[config.mk]
export PLATFORM = sky130hd
export DESIGN_NAME = i2s_tx
export DESIGN_NICKNAME = d
export VERILOG_FILES = /design/src/rtl/audio_pkg.sv /design/src/rtl/i2s_sclk_gen.sv /design/src/rtl/i2s_tx.sv
export SDC_FILE = /design/constraint.sdc
export NUM_CORES = 1
export LEC_CHECK = 0
export ABC_CLOCK_PERIOD_IN_PS = 5400
export CAP_MARGIN = 20
export CORE_ASPECT_RATIO = 0.6
export CORE_MARGIN = 3
export CORE_UTILIZATION = 40
export DETAILED_ROUTE_END_ITERATION = 10
export PLACE_DENSITY_LB_ADDON = 0.1
export SLEW_MARGIN = 0
export SYNTH_ARGS = -nofsm -noshare
export SYNTH_HDL_FRONTEND = slang
export SYNTH_SLANG_ARGS = --single-unit
export TNS_END_PERCENT = 50
[constraint.sdc]
create_clock -name clk -period 5.4 [get_ports clk]
set_clock_uncertainty 0.05 [all_clocks]
set_input_delay 1.08 -clock clk [delete_from_list [all_inputs] [get_ports clk]]
set_output_delay 1.08 -clock clk [all_outputs]
set_load 0.05 [all_outputs]
[src/rtl/audio_pkg.sv]
// Shared constants and helpers for the audio output path: frame geometry,
// serial-format encodings and the system-clock to bit-clock divider derivation.
package audio_pkg;

  localparam int SAMPLE_W   = 16;
  localparam int SLOT_W     = 32;
  localparam int FRAME_BITS = 64;

  localparam int LJ_MODE_I2S = 0;  // Philips: one-bit delay, lrclk low = left
  localparam int LJ_MODE_LJ  = 1;  // left-justified: no delay, lrclk high = left

  function automatic int calc_div(input int clk_rate, input int audio_rate);
    return clk_rate / (FRAME_BITS * audio_rate);
  endfunction

  // The divider must be exact and even so both sclk half-periods are equal.
  function automatic bit div_valid(input int clk_rate, input int audio_rate);
    int div;
    div = calc_div(clk_rate, audio_rate);
    return (audio_rate > 0) && (clk_rate % (FRAME_BITS * audio_rate) == 0) &&
           (div >= 2) && (div % 2 == 0);
  endfunction

endpackage

[src/rtl/i2s_sclk_gen.sv]
// Bit-clock generator: toggles sclk every DIV/2 system clocks and flags the
// clk edge on which sclk falls, which paces all serializer updates.
module i2s_sclk_gen #(
  parameter int DIV = 8
) (
  input  logic clk,
  input  logic reset,
  output logic sclk_o,
  output logic fall_evt_o
);

  localparam int HALF   = DIV / 2;
  localparam int HCNT_W = (HALF > 1) ? $clog2(HALF) : 1;
  localparam logic [HCNT_W-1:0] HCNT_TC = HCNT_W'(HALF - 1);

  logic [HCNT_W-1:0] hcnt_q;
  logic              sclk_q;
  logic              tc;

  assign tc = (hcnt_q == HCNT_TC);

  always_ff @(posedge clk or posedge reset) begin
    if (reset) begin
      hcnt_q <= '0;
      sclk_q <= 1'b0;
    end else if (tc) begin
      hcnt_q <= '0;
      sclk_q <= ~sclk_q;
    end else begin
      hcnt_q <= hcnt_q + 1'b1;
    end
  end

  assign sclk_o     = sclk_q;
  assign fall_evt_o = tc & sclk_q;

endmodule

[src/rtl/i2s_tx.sv]
// Stereo 16-bit I2S / left-justified transmitter. Latches both channels once
// per 64-bit frame and emits sample_ce as the audio-rate enable for producers.
module i2s_tx
  import audio_pkg::*;
#(
  parameter int CLK_RATE   = 24576000,
  parameter int AUDIO_RATE = 48000,
  parameter int LJ_MODE    = 0
) (
  input  logic        clk,
  input  logic        reset,
  input  logic [15:0] audio_l,
  input  logic [15:0] audio_r,
  input  logic        mute,
  output logic        sample_ce,
  output logic        sclk,
  output logic        lrclk,
  output logic        sdata
);

  localparam int   DIV    = calc_div(CLK_RATE, AUDIO_RATE);
  localparam logic LR_RST = (LJ_MODE == LJ_MODE_LJ) ? 1'b1 : 1'b0;

  if (!div_valid(CLK_RATE, AUDIO_RATE)) begin : g_bad_div
    $error("i2s_tx: CLK_RATE/(64*AUDIO_RATE) must be an even integer >= 2");
  end
  if (LJ_MODE != LJ_MODE_I2S && LJ_MODE != LJ_MODE_LJ) begin : g_bad_mode
    $error("i2s_tx: LJ_MODE must be 0 or 1");
  end

  logic                fall_evt;
  logic [5:0]          slot_q, slot_d;
  logic [SAMPLE_W-1:0] shift_l_q, shift_l_d;
  logic [SAMPLE_W-1:0] shift_r_q, shift_r_d;
  logic                lrclk_q, lrclk_d;
  logic                sdata_q, sdata_d;
  logic                sample_ce_q;
  logic                frame_start;
  logic [SAMPLE_W-1:0] active;
  logic [4:0]          k;
  logic [3:0]          bit_idx;

  i2s_sclk_gen #(.DIV(DIV)) u_sclk_gen (
    .clk        (clk),
    .reset      (reset),
    .sclk_o     (sclk),
    .fall_evt_o (fall_evt)
  );

  // Output bits are chosen for the slot being entered, using the freshly
  // latched samples on the frame-start edge so LJ slot 0 carries the new MSB.
  always_comb begin
    slot_d      = slot_q + 6'd1;
    frame_start = fall_evt && (slot_q == 6'd63);
    shift_l_d   = shift_l_q;
    shift_r_d   = shift_r_q;
    if (frame_start) begin
      shift_l_d = mute ? '0 : audio_l;
      shift_r_d = mute ? '0 : audio_r;
    end
    k       = slot_d[4:0];
    active  = slot_d[5] ? shift_r_d : shift_l_d;
    sdata_d = 1'b0;
    bit_idx = 4'd0;
    if (LJ_MODE == LJ_MODE_LJ) begin
      bit_idx = 4'd15 - k[3:0];
      if (!k[4]) sdata_d = active[bit_idx];
    end else begin
      bit_idx = 4'(5'd16 - k);
      if (k >= 5'd1 && k <= 5'd16) sdata_d = active[bit_idx];
    end
    lrclk_d = (LJ_MODE == LJ_MODE_LJ) ? ~slot_d[5] : slot_d[5];
  end

  always_ff @(posedge clk or posedge reset) begin
    if (reset) begin
      slot_q      <= 6'd63;
      shift_l_q   <= '0;
      shift_r_q   <= '0;
      lrclk_q     <= LR_RST;
      sdata_q     <= 1'b0;
      sample_ce_q <= 1'b0;
    end else begin
      sample_ce_q <= frame_start;
      shift_l_q   <= shift_l_d;
      shift_r_q   <= shift_r_d;
      if (fall_evt) begin
        slot_q  <= slot_d;
        lrclk_q <= lrclk_d;
        sdata_q <= sdata_d;
      end
    end
  end

  assign sample_ce = sample_ce_q;
  assign lrclk     = lrclk_q;
  assign sdata     = sdata_q;

endmodule

==> impl_metrics.yaml <==
setup_path:
  critPathMaxStageDelay_ns: 0.68
  end_kind: "register"
  rr_endpoint: "sdata"
  cp_max_fo: 25
  crit_arrival_ns: 3.62
  crit_path_start_kind: "register"
  r2r_cells: 9
  crit_chain: "ha_1 > and3_1 > nand2_4 > inv_2 > mux2_2 > a21oi_1 > a211oi_1 > a211o_1 > a32o_1"
  cp-endpoint: "sdata"
  r2r-start: "slot_q[0]"
  crit_path_start: "slot_q[0]"
  reg2reg_slack_ns: 1.93
  crit_slowest_cell: "dfstp_2"
  criticalPathCategory: "reg -> reg"
  crit_required_ns: 5.54
cts:
  tritoncts: "done"
  cts_buffer_depth: 2
  cts_hold_buf: 0
  clock_latency_ns: 0.30
  postCtsSetupBuffers: 0
  clk_pin_slew_ns: 0.08
  numCtsBuffers: 5
  cts-htree-levels: 2
  cts.repair.resized: 0
  cts_sinks: 44
  cts-root-buf: "clkbuf_8"
yosys:
  synth_xor_xnor_area_share_pct: 2.84
  ys_warn_count: 0
  syn_area_um2: 2460
  yosysTopAreaCellShare_pct: 38.6
  netlist_instances: 257
  synthTopCellsByCount: "dfrtp_1, o21ai_0, nand2_1"
  synthSimpleGateAreaFrac_pct: 18.8
  synth_edf_count: 0
  synth_area_leader_cell: "dfrtp_1"
  synth_adder_area_share_pct: 1.52
  synth_top_family_by_area: "compound AO/OA/AOI/OAI gates"
  synth-seq-cells: 44
  yosysMostFrequentCell: "dfrtp_1"
  synth-main-ff-cell: "dfrtp_1"
  seq_area_frac_synth_pct: 45.0
  syn_nets: 295
  synthMuxAreaShare_pct: 4.01
  synth_area_leaders: "dfrtp_1, dfstp_2, o21ai_0, nand2b_1, nand4b_1"
  synth-compound-area-share_pct: 19.9
  synth_cell_types: 50
  syn_avg_cell_area_um2: 9.59
  async_flop_share_pct: 100
floorplanning:
  initial_core_util_pct: 42.8
  ios: 39
  fp.dieW_um: 107
  die_h_um: 66.8
  core_um2: 5750
  rows: 21
  design.die.area_um2: 7170
sta:
  grt_setup_unrepaired: "no"
  setup_viol_count_final: 0
  max-slew-margin-rel_pct: 31.7
  tns_ns: 0
  period_share_pct: 64.3
  hold_violations: 0
  tightest_slew_ns: 1.02
  fmaxAchievable_ghz: 0.288
  drv_slew: 0
  period_needed_ns: 3.47
grt:
  grt_max_degree: 45
  grt_pass1_vias: 1867
  gr-total-overflow: 0
  grt_antenna_before_repair: 0
  grtUsageTotal_pct: 18.7
  grt_pass1_wl_um: 10200
routing:
  drt-total-wl_um: 6320
  drtAntennaViolNets: 0
  firstDrtPassIters: 4
  wl_per_cell_um: 17.4
  drtIter0Drc: 122
  avgViaCountPerCell: 5.45
  route.detailed.drc: 0
  vias: 1980
power:
  vdd.ir_drop.worst_uv: 116
  power.density_nw_per_um2: 205
  leakage_uw: 0.00117
  finalPower_uw: 600
layout:
  fin_util_pct: 50.9
  nFillCells: 561
  nNetsFinal: 320
  diodes: 0
  area_delta_synth_final_pct: 18.8
  drive_gt1_share_pct: 9.54
  postLayoutCellArea_um2: 2930
  ff_latch_area_um2: 1110
  multi_input_area_um2: 1160
outcome:
  status: "finished clean"
place:
  port_buffers: 38
  dp_hpwl_um: 4220
  place_area_um2: 2830
  place.gp.congestion: 0.861
worst_hold_path:
  hold_class: "reg -> reg"
run:
  drv_cap: 0
-- critical path, delay by kind of cell (launching register included) --
| kind | cells | cell delay [ns] |
|---|---|---|
| mux | 1 | 0.37 |
| buf+inv | 1 | 0.25 |
| compound gates | 4 | 0.88 |
| simple gates | 2 | 0.86 |
| flops | 1 | 0.68 |
| fa+ha+maj | 1 | 0.26 |
-- stage by stage --
stage / std cells / hold slack [ns] / setup WS (ns)
2_1_floorplan: 257 / 0.353 / 2.79
3_3_place_gp: 354 / 0.368 / 1.68
3_5_place_dp: 355 / 0.372 / 1.68
4_1_cts: 363 / 0.384 / 1.94
5_1_grt: 363 / 0.420 / 1.67
6_report: 363 / 0.384 / 1.93
-- cell type report --
type	instances	area share [%]
Clock buffer	6	2.82
Clock inverter	2	0.342
Tap cell	80	3.42
Sequential cell	44	37.9
Timing Repair Buffer	41	14.0
Inverter	15	1.92
Multi-Input combinational cell	175	39.6
-- how the worst min path moves through the flow --
stage / startpoint / endpoint / slack [ns] / depth (start not counted)
after floorplan: u_sclk_gen.hcnt_q[0] / u_sclk_gen.hcnt_q[0] / 0.35 / 1
after global placement: u_sclk_gen.hcnt_q[0] / u_sclk_gen.hcnt_q[0] / 0.37 / 1
after detailed placement: u_sclk_gen.hcnt_q[0] / u_sclk_gen.hcnt_q[0] / 0.37 / 1
after CTS: u_sclk_gen.hcnt_q[0] / u_sclk_gen.hcnt_q[0] / 0.38 / 1
after global routing: u_sclk_gen.hcnt_q[0] / u_sclk_gen.hcnt_q[0] / 0.42 / 1
final: u_sclk_gen.hcnt_q[0] / u_sclk_gen.hcnt_q[0] / 0.38 / 1
-- cells in the final DEF, fill, tap and decap left out, types with 8 or more instances in the layout --
| master | instances |
|---|---|
| clkdlybuf4s50_1 | 38 |
| dfrtp_1 | 38 |
| o21ai_0 | 31 |
| nand2_1 | 15 |
| inv_1 | 14 |
| nand2b_1 | 13 |
| o21ai_1 | 12 |
| a21oi_1 | 11 |
| nand4b_1 | 8 |
-- cells by family (layout without fill, tap and decap cells) --
group	after synthesis	in the layout
AOI/OAI and AO/OA	80	80
xor gates and xnor gates	8	8
adders and majority gates	3	3
buffers and inverters	38	64
DFF	44	44
muxes	9	9
and+or+nand+nor	75	75
-- flip-flops by register name (all words and copies together) (netlist names) --
signal,count
shift_r_q,16
shift_l_q,16
sample_ce,1
sdata,1
lrclk,1
slot_q,6
u_sclk_gen.hcnt_q,2
u_sclk_gen.sclk_o,1
-- metal layers --
layer | vias to the layer above | wire length, um | global-route usage (%)
met2 | 56 | 2450 | 24.4
met4 | 0 | 46 | 4.78
met3 | 5 | 385 | 4.07
met1 | 946 | 3440 | 30.0
li1 | 973 | - | -
met5 | - | 0 | 0
-- report_power, final --
group,internal (uW),leakage (uW),switching [uW],total [uW]
sequential,332,0.000452,1.16,333
combinational,27.6,0.000665,15.9,43.6
clock,102,0.0000510,121,223
total,462,0.00117,138,600
Power figures use the tool's default switching activity.
